$ cat src/rtl/mem_buf_pkg.sv
// Shared definitions for the store write buffer and its forwarding matcher.
package mem_buf_pkg;

  localparam int DEPTH = 4;
  localparam int AW    = 6;
  localparam int DW    = 32;
  localparam int PTR_W = $clog2(DEPTH);

  // One buffered store: target RAM address and the data to write there.
  typedef struct packed {
    logic [AW-1:0] addr;
    logic [DW-1:0] data;
  } entry_t;

endpackage

$ cat src/rtl/fwd_match.sv
// Priority matcher: finds the youngest valid buffered store whose address
// equals rd_addr and returns its data.
module fwd_match
  import mem_buf_pkg::*;
#(
  parameter int DEPTH = mem_buf_pkg::DEPTH,
  parameter int AW    = mem_buf_pkg::AW,
  parameter int DW    = mem_buf_pkg::DW,
  localparam int PTR_W = $clog2(DEPTH)
) (
  input  entry_t           entries [DEPTH],
  input  logic [PTR_W-1:0] head,
  input  logic [PTR_W:0]   count,
  input  logic [AW-1:0]    rd_addr,
  output logic             hit,
  output logic [DW-1:0]    hit_data
);

  logic [PTR_W-1:0] idx;

  // Walk oldest to youngest and let later matches override earlier ones, which
  // is the same as taking the first match when searching youngest first.
  always_comb begin
    // NOTE: every output of a combinational block gets a default first so no
    // path leaves it unassigned, which would otherwise infer a latch.
    hit      = 1'b0;
    hit_data = '0;
    idx      = '0;
    for (int i = 0; i < DEPTH; i++) begin
      idx = head + PTR_W'(i);
      if (((PTR_W+1)'(i) < count) && (entries[idx].addr == rd_addr)) begin
        hit      = 1'b1;
        hit_data = entries[idx].data;
      end
    end
  end

endmodule

$ cat src/rtl/mem_write_buffer.sv
// Store FIFO in front of a dual-port distributed RAM. Stores drain into the RAM
// write port one per cycle; reads see pending stores through forwarding.
module mem_write_buffer
  import mem_buf_pkg::*;
#(
  parameter int DEPTH = mem_buf_pkg::DEPTH,
  parameter int AW    = mem_buf_pkg::AW,
  parameter int DW    = mem_buf_pkg::DW,
  localparam int PTR_W = $clog2(DEPTH)
) (
  input  logic           clk,
  input  logic           rst,
  input  logic           in_valid,
  output logic           in_ready,
  input  logic [AW-1:0]  in_addr,
  input  logic [DW-1:0]  in_data,
  input  logic           drain_en,
  output logic [AW-1:0]  mem_a,
  output logic [DW-1:0]  mem_d,
  output logic           mem_we,
  input  logic [AW-1:0]  rd_addr,
  output logic [DW-1:0]  rd_data,
  output logic [AW-1:0]  mem_dpra,
  input  logic [DW-1:0]  mem_dpo,
  output logic [PTR_W:0] count,
  output logic           empty
);

  entry_t           entries [DEPTH];
  logic [PTR_W-1:0] head;
  logic [PTR_W-1:0] tail;
  logic             push;
  logic             pop;
  logic             hit;
  logic [DW-1:0]    hit_data;

  // Handshake and drain decisions come only from registered occupancy, so
  // in_ready never depends on drain_en in the same cycle. The write strobe is
  // held off during reset so discarded stores never reach the RAM.
  always_comb begin
    in_ready = (count != (PTR_W+1)'(DEPTH));
    empty    = (count == '0);
    push     = in_valid && in_ready;
    pop      = drain_en && !empty && !rst;
    mem_we   = pop;
    mem_a    = empty ? '0 : entries[head].addr;
    mem_d    = empty ? '0 : entries[head].data;
  end

  // Pointer and occupancy registers with synchronous reset.
  always_ff @(posedge clk) begin
    // NOTE: sequential state uses non-blocking assignments so every register
    // samples the pre-edge values regardless of statement order.
    if (rst) begin
      head  <= '0;
      tail  <= '0;
      count <= '0;
    end else begin
      if (push) tail <= tail + 1'b1;
      if (pop)  head <= head + 1'b1;
      count <= count + (PTR_W+1)'(push) - (PTR_W+1)'(pop);
    end
  end

  // Entry storage.
  always_ff @(posedge clk) begin
    // NOTE: entry contents are deliberately not reset; count alone decides
    // which entries are valid, and leaving them out of reset keeps the array
    // mappable onto plain distributed RAM.
    if (push) entries[tail] <= '{addr: in_addr, data: in_data};
  end

  fwd_match #(
    .DEPTH (DEPTH),
    .AW    (AW),
    .DW    (DW)
  ) u_fwd_match (
    .entries  (entries),
    .head     (head),
    .count    (count),
    .rd_addr  (rd_addr),
    .hit      (hit),
    .hit_data (hit_data)
  );

  // The RAM read port always looks at rd_addr; a buffer hit overrides it.
  always_comb begin
    mem_dpra = rd_addr;
    rd_data  = hit ? hit_data : mem_dpo;
  end

endmodule

$ cat config.mk
export PLATFORM = sky130hd
export DESIGN_NAME = mem_write_buffer
export DESIGN_NICKNAME = d
export VERILOG_FILES = /design/src/rtl/mem_buf_pkg.sv /design/src/rtl/fwd_match.sv /design/src/rtl/mem_write_buffer.sv
export SDC_FILE = /design/constraint.sdc
export NUM_CORES = 1
export LEC_CHECK = 0
export CORE_ASPECT_RATIO = 1.4
export CORE_MARGIN = 2
export CORE_UTILIZATION = 60
export CTS_CLUSTER_DIAMETER = 60
export DETAILED_ROUTE_END_ITERATION = 10
export PLACE_DENSITY = 0.87
export SYNTH_ARGS = -nofsm -noshare
export SYNTH_HDL_FRONTEND = slang
export SYNTH_SLANG_ARGS = --single-unit
$ cat constraint.sdc
create_clock -name clk -period 9.8 [get_ports clk]
set_clock_uncertainty 0.1 [all_clocks]
set_input_delay 2.94 -clock clk [delete_from_list [all_inputs] [get_ports clk]]
set_output_delay 2.94 -clock clk [all_outputs]
set_load 0.05 [all_outputs]
==> metrics, run 1 <==
Area Overhead vs Synth 20.0%; number of enable flip-flop cells after synthesis about 150; routed via count between 7000 and 8000; Critical Path RT around 6.8 ns; Setup violations, final 0; Yosys reg bits 159; initial antenna violation count 2; drc violations 0; Post-DP HPWL around 18 mm; PwrDens 273 mW/mm2; drt pass-1 iters 5; worst setup path category input pin to primary output; CTS root buffer clkbuf_16; Initial Util between 60% and 70%; Synth Flop Type edfxtp_1; Ports roughly 160; largest net degree at the start of global routing 67; relative slew slack around 21%; Post-CTS Setup Inserts 0; Seq/Total Area, Yosys between 40% and 50%; RSZ-0062 raised after global routing false; Max Clk Rate around 110 MHz; crit-path max cell delay 0.76 ns; Post-Synthesis Net Count 894; Die X 118 um; Die Y 163 um; CTS sink cnt approximately 160; post-route insts no fill ~1200; TNS Setup 0 ns; CP bufs+invs 3; first-pass GRT wire length 43.2 mm; max cap viols 0; CP arrival a little under 6 ns; IO Port Bufs 161; dpl cells about 1100; Worst VDD drop approximately 0.27 mV; hold buffers post-CTS 0; Post-Route WL 27.3 mm; Worst Path Max Fanout 20; clk slew on worst S/H paths roughly 0.06 ns; DR vias/cell between 6 and 7; initial detailed-routing violation count 864; RD Place Congestion between 0.8 and 0.9; Avg Inst Size Synth 13.5 um2; final hold slack a little over 0.4 ns; Synth Warn # 0; post-CTS resize count 0; CP Cell Sequence clkdlybuf4s50_1, xnor2_1, or4_1, a21oi_4, buf_4, a211oi_2, a211oi_1, o2bb2ai_2, buf_4; CP Capture Type primary output; WL/cell 23.2 um; minimum period implied by the final worst setup slack 9.01 ns; Slew Limit Fails 0; Post-Syn Area 0.0109 mm2; GRT Total Usage about 29%; TritonCTS clock tree built; Static Leak between 4 and 5 nW; final hold violations 0; buffer depth of the longest clock path 2; TritonCTS buffer count 17; Top cell by count, worst path buf_4; H-Tree Depth 4; Mapped Cells about 810; Final #Nets 1013; crit start category input pin; status finished, final reports clean; grt ovf 0; post-synth cell types between 50 and 60; asr flop ratio synth 0%; Core Util, Final about 73%; vias in the first global route around 8000; total die area 0.0192 mm2; Period Utilization, post-route between 90% and 100%; worst skew pair latency 0.42 ns; layout cell share with drive strength beyond 1 around 32%; Largest delay share family, worst path buffers and inverters; core area between 0.015 and 0.02 mm2; # rows just under 60; worst slew pin tran 1.19 ns; slowest stage cell, crit path clkdlybuf4s50_1; Hold WC Path Type flop to flop; Final ANT Viol Nets 0
[metal layers]
| metal | track usage (%) | vias up | wire (um) |
|---|---|---|---|
| met5 | 0 | - | 0 |
| met3 | 5.13 | 79 | 2070 |
| met4 | 14.8 | 0 | 1040 |
| met1 | 34.6 | 3875 | 9910 |
| li1 | - | 3445 | - |
| met2 | 50.6 | 411 | 14300 |
[cells in the mapped netlist, types with 2 or more instances]
| master | instances | area, um2 |
|---|---|---|
| edfxtp_1 | 152 | 4560 |
| mux4_2 | 72 | 1620 |
| nor2_1 | 71 | 267 |
| mux2i_1 | 51 | 510 |
| nand2_1 | 45 | 169 |
| o21ai_0 | 36 | 180 |
| a21oi_1 | 35 | 175 |
| mux2_2 | 35 | 394 |
| a211oi_1 | 34 | 255 |
| a211oi_2 | 30 | 375 |
| o2bb2ai_2 | 30 | 450 |
| o22ai_2 | 29 | 363 |
| clkbuf_1 | 25 | 93.8 |
| buf_2 | 22 | 110 |
| xnor2_1 | 19 | 166 |
| buf_1 | 11 | 41.3 |
| buf_4 | 10 | 75.1 |
| buf_6 | 10 | 113 |
| inv_1 | 10 | 37.5 |
| xor2_1 | 10 | 87.6 |
| and3_1 | 9 | 56.3 |
| ha_1 | 8 | 100 |
| dfxtp_1 | 7 | 140 |
| nand3_1 | 3 | 15.0 |
| nor2b_1 | 3 | 18.8 |
| o22ai_1 | 3 | 18.8 |
| and2_1 | 2 | 12.5 |
| buf_12 | 2 | 40.0 |
| clkinv_1 | 2 | 7.51 |
| mux2i_4 | 2 | 45.0 |
| nor4_4 | 2 | 42.5 |
| o2bb2ai_1 | 2 | 17.5 |
[sequential cells by signal, summed over array words and instances, names as in the netlist]
register  count
count         3
entries     152
head          2
tail          2
[layout by cell type, fill, tap and decap left out, types with 5 or more instances in the layout]
cell	synthesis	final
mux2_2	35	35
and3_1	9	5
nor2_1	71	71
o22ai_2	29	29
xnor2_1	19	19
a21oi_1	35	35
a211oi_1	34	34
mux2i_1	51	51
edfxtp_1	152	152
o2bb2ai_2	30	30
xor2_1	10	10
a211oi_2	30	30
inv_1	10	10
ha_1	8	8
o21ai_0	36	36
mux4_2	72	72
dfxtp_1	7	5
nand2_1	45	45
clkdlybuf4s50_1	0	129
clkbuf_16	0	17
buf_4	10	48
[through the flow]
stage	area [um2]	setup WS, ns	power (W)
detailed placement	12400	0.938	0.00288
floorplan	10900	1.47	0.00238
global route	13000	0.718	0.00369
finish	13000	0.788	0.00355
CTS	13000	0.873	0.00355
global placement	12400	0.970	0.00285
[worst reg2reg max path, cell delays in order (launching register included)]
cell	delay, ns
dfxtp_1	0.33
inv_1	0.19
nand3_1	0.32
nand2_1	0.22
nor2_1	0.08
ha_1	0.29
inv_1	0.04
ha_1	0.18
fa_1	0.38
xor2_1	0.17
nor2_1	0.05
[final cells by class]
| cell class | count | area [um2] |
|---|---|---|
| multi-input combinational | 553 | 5640 |
| clock buffer | 18 | 429 |
| sequential | 159 | 4710 |
| clock inverter | 14 | 166 |
| fill | 1159 | 4830 |
| tap | 240 | 300 |
| inverter | 12 | 45.0 |
| timing repair buffer | 181 | 1730 |
| antenna | 1 | 2.50 |
[logic make-up after synthesis]
logic type	after synthesis	synth area share (%)
mux	161	23.8
buf+inv	93	4.91
fa+ha+maj	9	1.11
xor+xnor	30	2.49
compound gates	210	18.2
simple gates	143	6.19
flops	159	43.3
[power by group]
group / leakage (nW) / internal (W) / switching [W]
logic: 2.31 / 0.000746 / 0.00120
clock network: 0.276 / 0.000400 / 0.000270
registers: 1.45 / 0.000831 / 0.000108
[worst paths after layout]
check | cells after the start | slack (ns) | endpoint | from
max | 9 | 0.79 | rd_data[15] | rd_addr[1]
min | 2 | 0.41 | tail[1]$_SDFFE_PP0P_ | tail[1]$_SDFFE_PP0P_
max reg2reg | 10 | 7.36 | count[2]$_SDFF_PP0_ | count[2]$_SDFF_PP0_
min reg2reg | 2 | 0.41 | tail[1]$_SDFFE_PP0P_ | tail[1]$_SDFFE_PP0P_
Note: power is estimated with default switching activity, not from simulation.
==> run 2, diff against run 1 <==
--- a/config.mk
+++ b/config.mk
@@ -10,7 +10,9 @@
 export CORE_UTILIZATION = 60
 export CTS_CLUSTER_DIAMETER = 60
 export DETAILED_ROUTE_END_ITERATION = 10
+export HOLD_SLACK_MARGIN = 0.08
 export PLACE_DENSITY = 0.87
+export SKIP_CTS_REPAIR_TIMING = 1
 export SYNTH_ARGS = -nofsm -noshare
 export SYNTH_HDL_FRONTEND = slang
 export SYNTH_SLANG_ARGS = --single-unit
==> results of run 2 <==
Final layout, timing and power as in run 1 (identical DEF).
==> run 3, diff against run 2 <==
--- a/config.mk
+++ b/config.mk
@@ -11,7 +11,8 @@
 export CTS_CLUSTER_DIAMETER = 60
 export DETAILED_ROUTE_END_ITERATION = 10
 export HOLD_SLACK_MARGIN = 0.08
-export PLACE_DENSITY = 0.87
+export PLACE_DENSITY = 0.91
+export RECOVER_POWER = 100
 export SKIP_CTS_REPAIR_TIMING = 1
 export SYNTH_ARGS = -nofsm -noshare
 export SYNTH_HDL_FRONTEND = slang
==> run 3 against run 2 <==
Effect of this change: the flow now finishes with violations (capacitance limit, slew limit); first-iteration DRC count is 1.4% higher; combinational power hardly changed; die area stayed put; clock power is 5.7% higher; sequential cell count stayed put; sequential power is 1% lower; sequential share of layout area is 0.51 points lower; fmax is 3.2% lower; count of clock-buffer cells in the layout stayed put; via count is 1.3% higher; global-route usage is 0.12 points lower; final cell count hardly changed; critical path type unchanged; critical endpoint is now rd_data[26]; highest routed layer unchanged.
==> metrics, run 3 (synthesized netlist as in run 1, its figures left out) <==
Hold WC Path Type flop to flop; core area 0.0179 mm2 (unchanged); Place WS 0.751 ns (-0.187 ns); TritonCTS clock tree built; Max Clk Rate 107 MHz (-3.2%); status finished with violations; Area Overhead vs Synth 21.6%; total die area 0.0192 mm2 (unchanged); P_sw 0.00159 W (+0.83%); final worst setup slack 0.487 ns (-0.300 ns); CP arrival 6.27 ns (+0.30 ns); largest net degree at the start of global routing 86 (+28%); Final ANT Viol Nets 0 (unchanged); PwrDens 273 mW/mm2 (about the same); GRT Total Usage 28.9% (-0.12 points); most frequent cells in the layout edfxtp_1, dlygate4sd3_1, mux4_2, nor2_1, mux2i_1; CP Capture Type primary output; IO Port Bufs 161 (unchanged); Die X 118 um (unchanged); # rows 58 (unchanged); relative slew slack -51.2% (-72 points); TNS Setup 0 ns (unchanged); CTS sink cnt 159 (unchanged); initial antenna violation count 5 (+3); dpl cells 1140 (-0.44%); Largest regs entries: 152 flops, count: 3 flops; RSZ-0062 raised after global routing false; RD Place Congestion 0.852 (+2.0%); Clk network pwr share 19.7% (+0.8 points); buffer depth of the longest clock path 2 (unchanged); Post-Route WL 27.9 mm (+2.1%); worst skew pair latency 0.42 ns (about the same); Die Y 163 um (unchanged); Logic pwr share 54.5% (-0.2 points); layout cell share with drive strength beyond 1 28.4% (-3.6 points); Switching Fraction 44.1% (-0.23 points); worst setup path category input pin to primary output; routed via count 7910 (+1.3%); initial detailed-routing violation count 876 (+1.4%); minimum period implied by the final worst setup slack 9.31 ns (+0.300 ns); drc violations 0 (unchanged); Post-DP HPWL 17.3 mm (-1.4%); proportion of power drawn by flip-flops and latches 25.8% (-0.6 points); post-route insts no fill 1177 (-0.085%); FF/Latch Area 0.00471 mm2 (about the same); drt pass-1 iters 5 (unchanged); final hold slack 0.417 ns (+0.00172 ns); first-pass GRT wire length 43.1 mm (-0.40%); grt ovf 0 (unchanged); Final #Nets 1008 (-0.49%); Top reg by flops entries; worst slew pin tran 2.27 ns (+1.08 ns); Static Leak 4.22 nW (+4.4%); Worst VDD drop 0.209 mV (-22%); WL/cell 23.7 um (+2.2%); H-Tree Depth 4 (unchanged); vias in the first global route 8173 (+1.9%); max FFs per register 152 (unchanged); area of the multi-input gates 0.00548 mm2 (-2.9%); Period Utilization, post-route 95.0% (+3.1 points); Slew Limit Fails 189 (+189); TritonCTS buffer count 17 (unchanged); Worst Path Max Fanout 26 (+30%); CTS root buffer clkbuf_16; Int Pwr 0.00201 W (+1.8%); Setup violations, final 0 (unchanged); DR vias/cell 6.72 (+1.4%); max cap viols 5 (+5); most common cell after layout, fill and taps aside edfxtp_1; crit start category input pin; Critical Path RT 6.76 ns (about the same); Initial Util 60.8% (unchanged); Fillers 1110 (-4.2%); failing checks capacitance limit, slew limit; clk slew on worst S/H paths 0.06 ns (about the same); Ports 162 (unchanged); final hold violations 0 (unchanged)
[run 3: cell types whose count changed in the layout (fill, tap and decap cells not counted), moves of 17 or more]
cell / previous run / this run
clkdlybuf4s50_1: 129 / 43
o2bb2ai_2: 30 / 13
o2bb2ai_1: 2 / 19
buf_12: 4 / 31
dlygate4sd3_1: 0 / 86
buf_4: 48 / 14
[run 3: routing by layer]
| layer | vias to the layer above | wire [um] | GRT usage, % |
|---|---|---|---|
| li1 | 3439 | - | - |
| met1 | 3925 | 10000 | 32.7 |
| met2 | 468 | 14800 | 51.5 |
| met3 | 78 | 2170 | 5.87 |
| met4 | 0 | 973 | 15.2 |
| met5 | - | 0 | 0 |
[run 3: worst max-delay path: stages]
cell,delay [ns]
dlygate4sd3_1,0.85
xnor2_1,0.13
or4_1,0.58
a21oi_4,0.15
and2_2,0.61
clkbuf_1,0.43
a211oi_1,0.15
o2bb2ai_1,0.25
buf_12,0.18
[run 3: final timing paths]
kind                   startpoint                    end  slack [ns]  depth (start not counted)
max reg2reg   count[1]$_SDFF_PP0_  entries[93]$_DFFE_PP_        6.81                          3
min reg2reg  tail[1]$_SDFFE_PP0P_   tail[1]$_SDFFE_PP0P_        0.42                          2
max                    rd_addr[1]            rd_data[26]        0.49                          9
min          tail[1]$_SDFFE_PP0P_   tail[1]$_SDFFE_PP0P_        0.42                          2
[run 3: final cells by class]
type,count,area share (%)
antenna,5,0.0948
tap,240,2.27
inverter,12,0.341
sequential,159,35.7
timing repair buffer,176,15.3
multi-input combinational,553,41.5
clock inverter,14,1.55
clock buffer,18,3.25
[run 3: power by group through the flow]
stage | clock (W) | sequential, W | combinational (W)
after floorplan | 0 | 0.000891 | 0.00149
after global placement | 0 | 0.000931 | 0.00196
after detailed placement | 0 | 0.000940 | 0.00199
after CTS | 0.000708 | 0.000928 | 0.00201
after global routing | 0.000739 | 0.000942 | 0.00205
final | 0.000708 | 0.000930 | 0.00196
[run 3: per-stage QoR]
step / total power, W / cell area [um2] / utilization [%]
after floorplan: 0.00238 / 10900 / -
after global placement: 0.00289 / 12700 / 71.4
after detailed placement: 0.00293 / 12700 / 71.4
after CTS: 0.00365 / 13400 / 74.9
after global routing: 0.00374 / 13200 / 73.9
final: 0.00360 / 13200 / 73.9
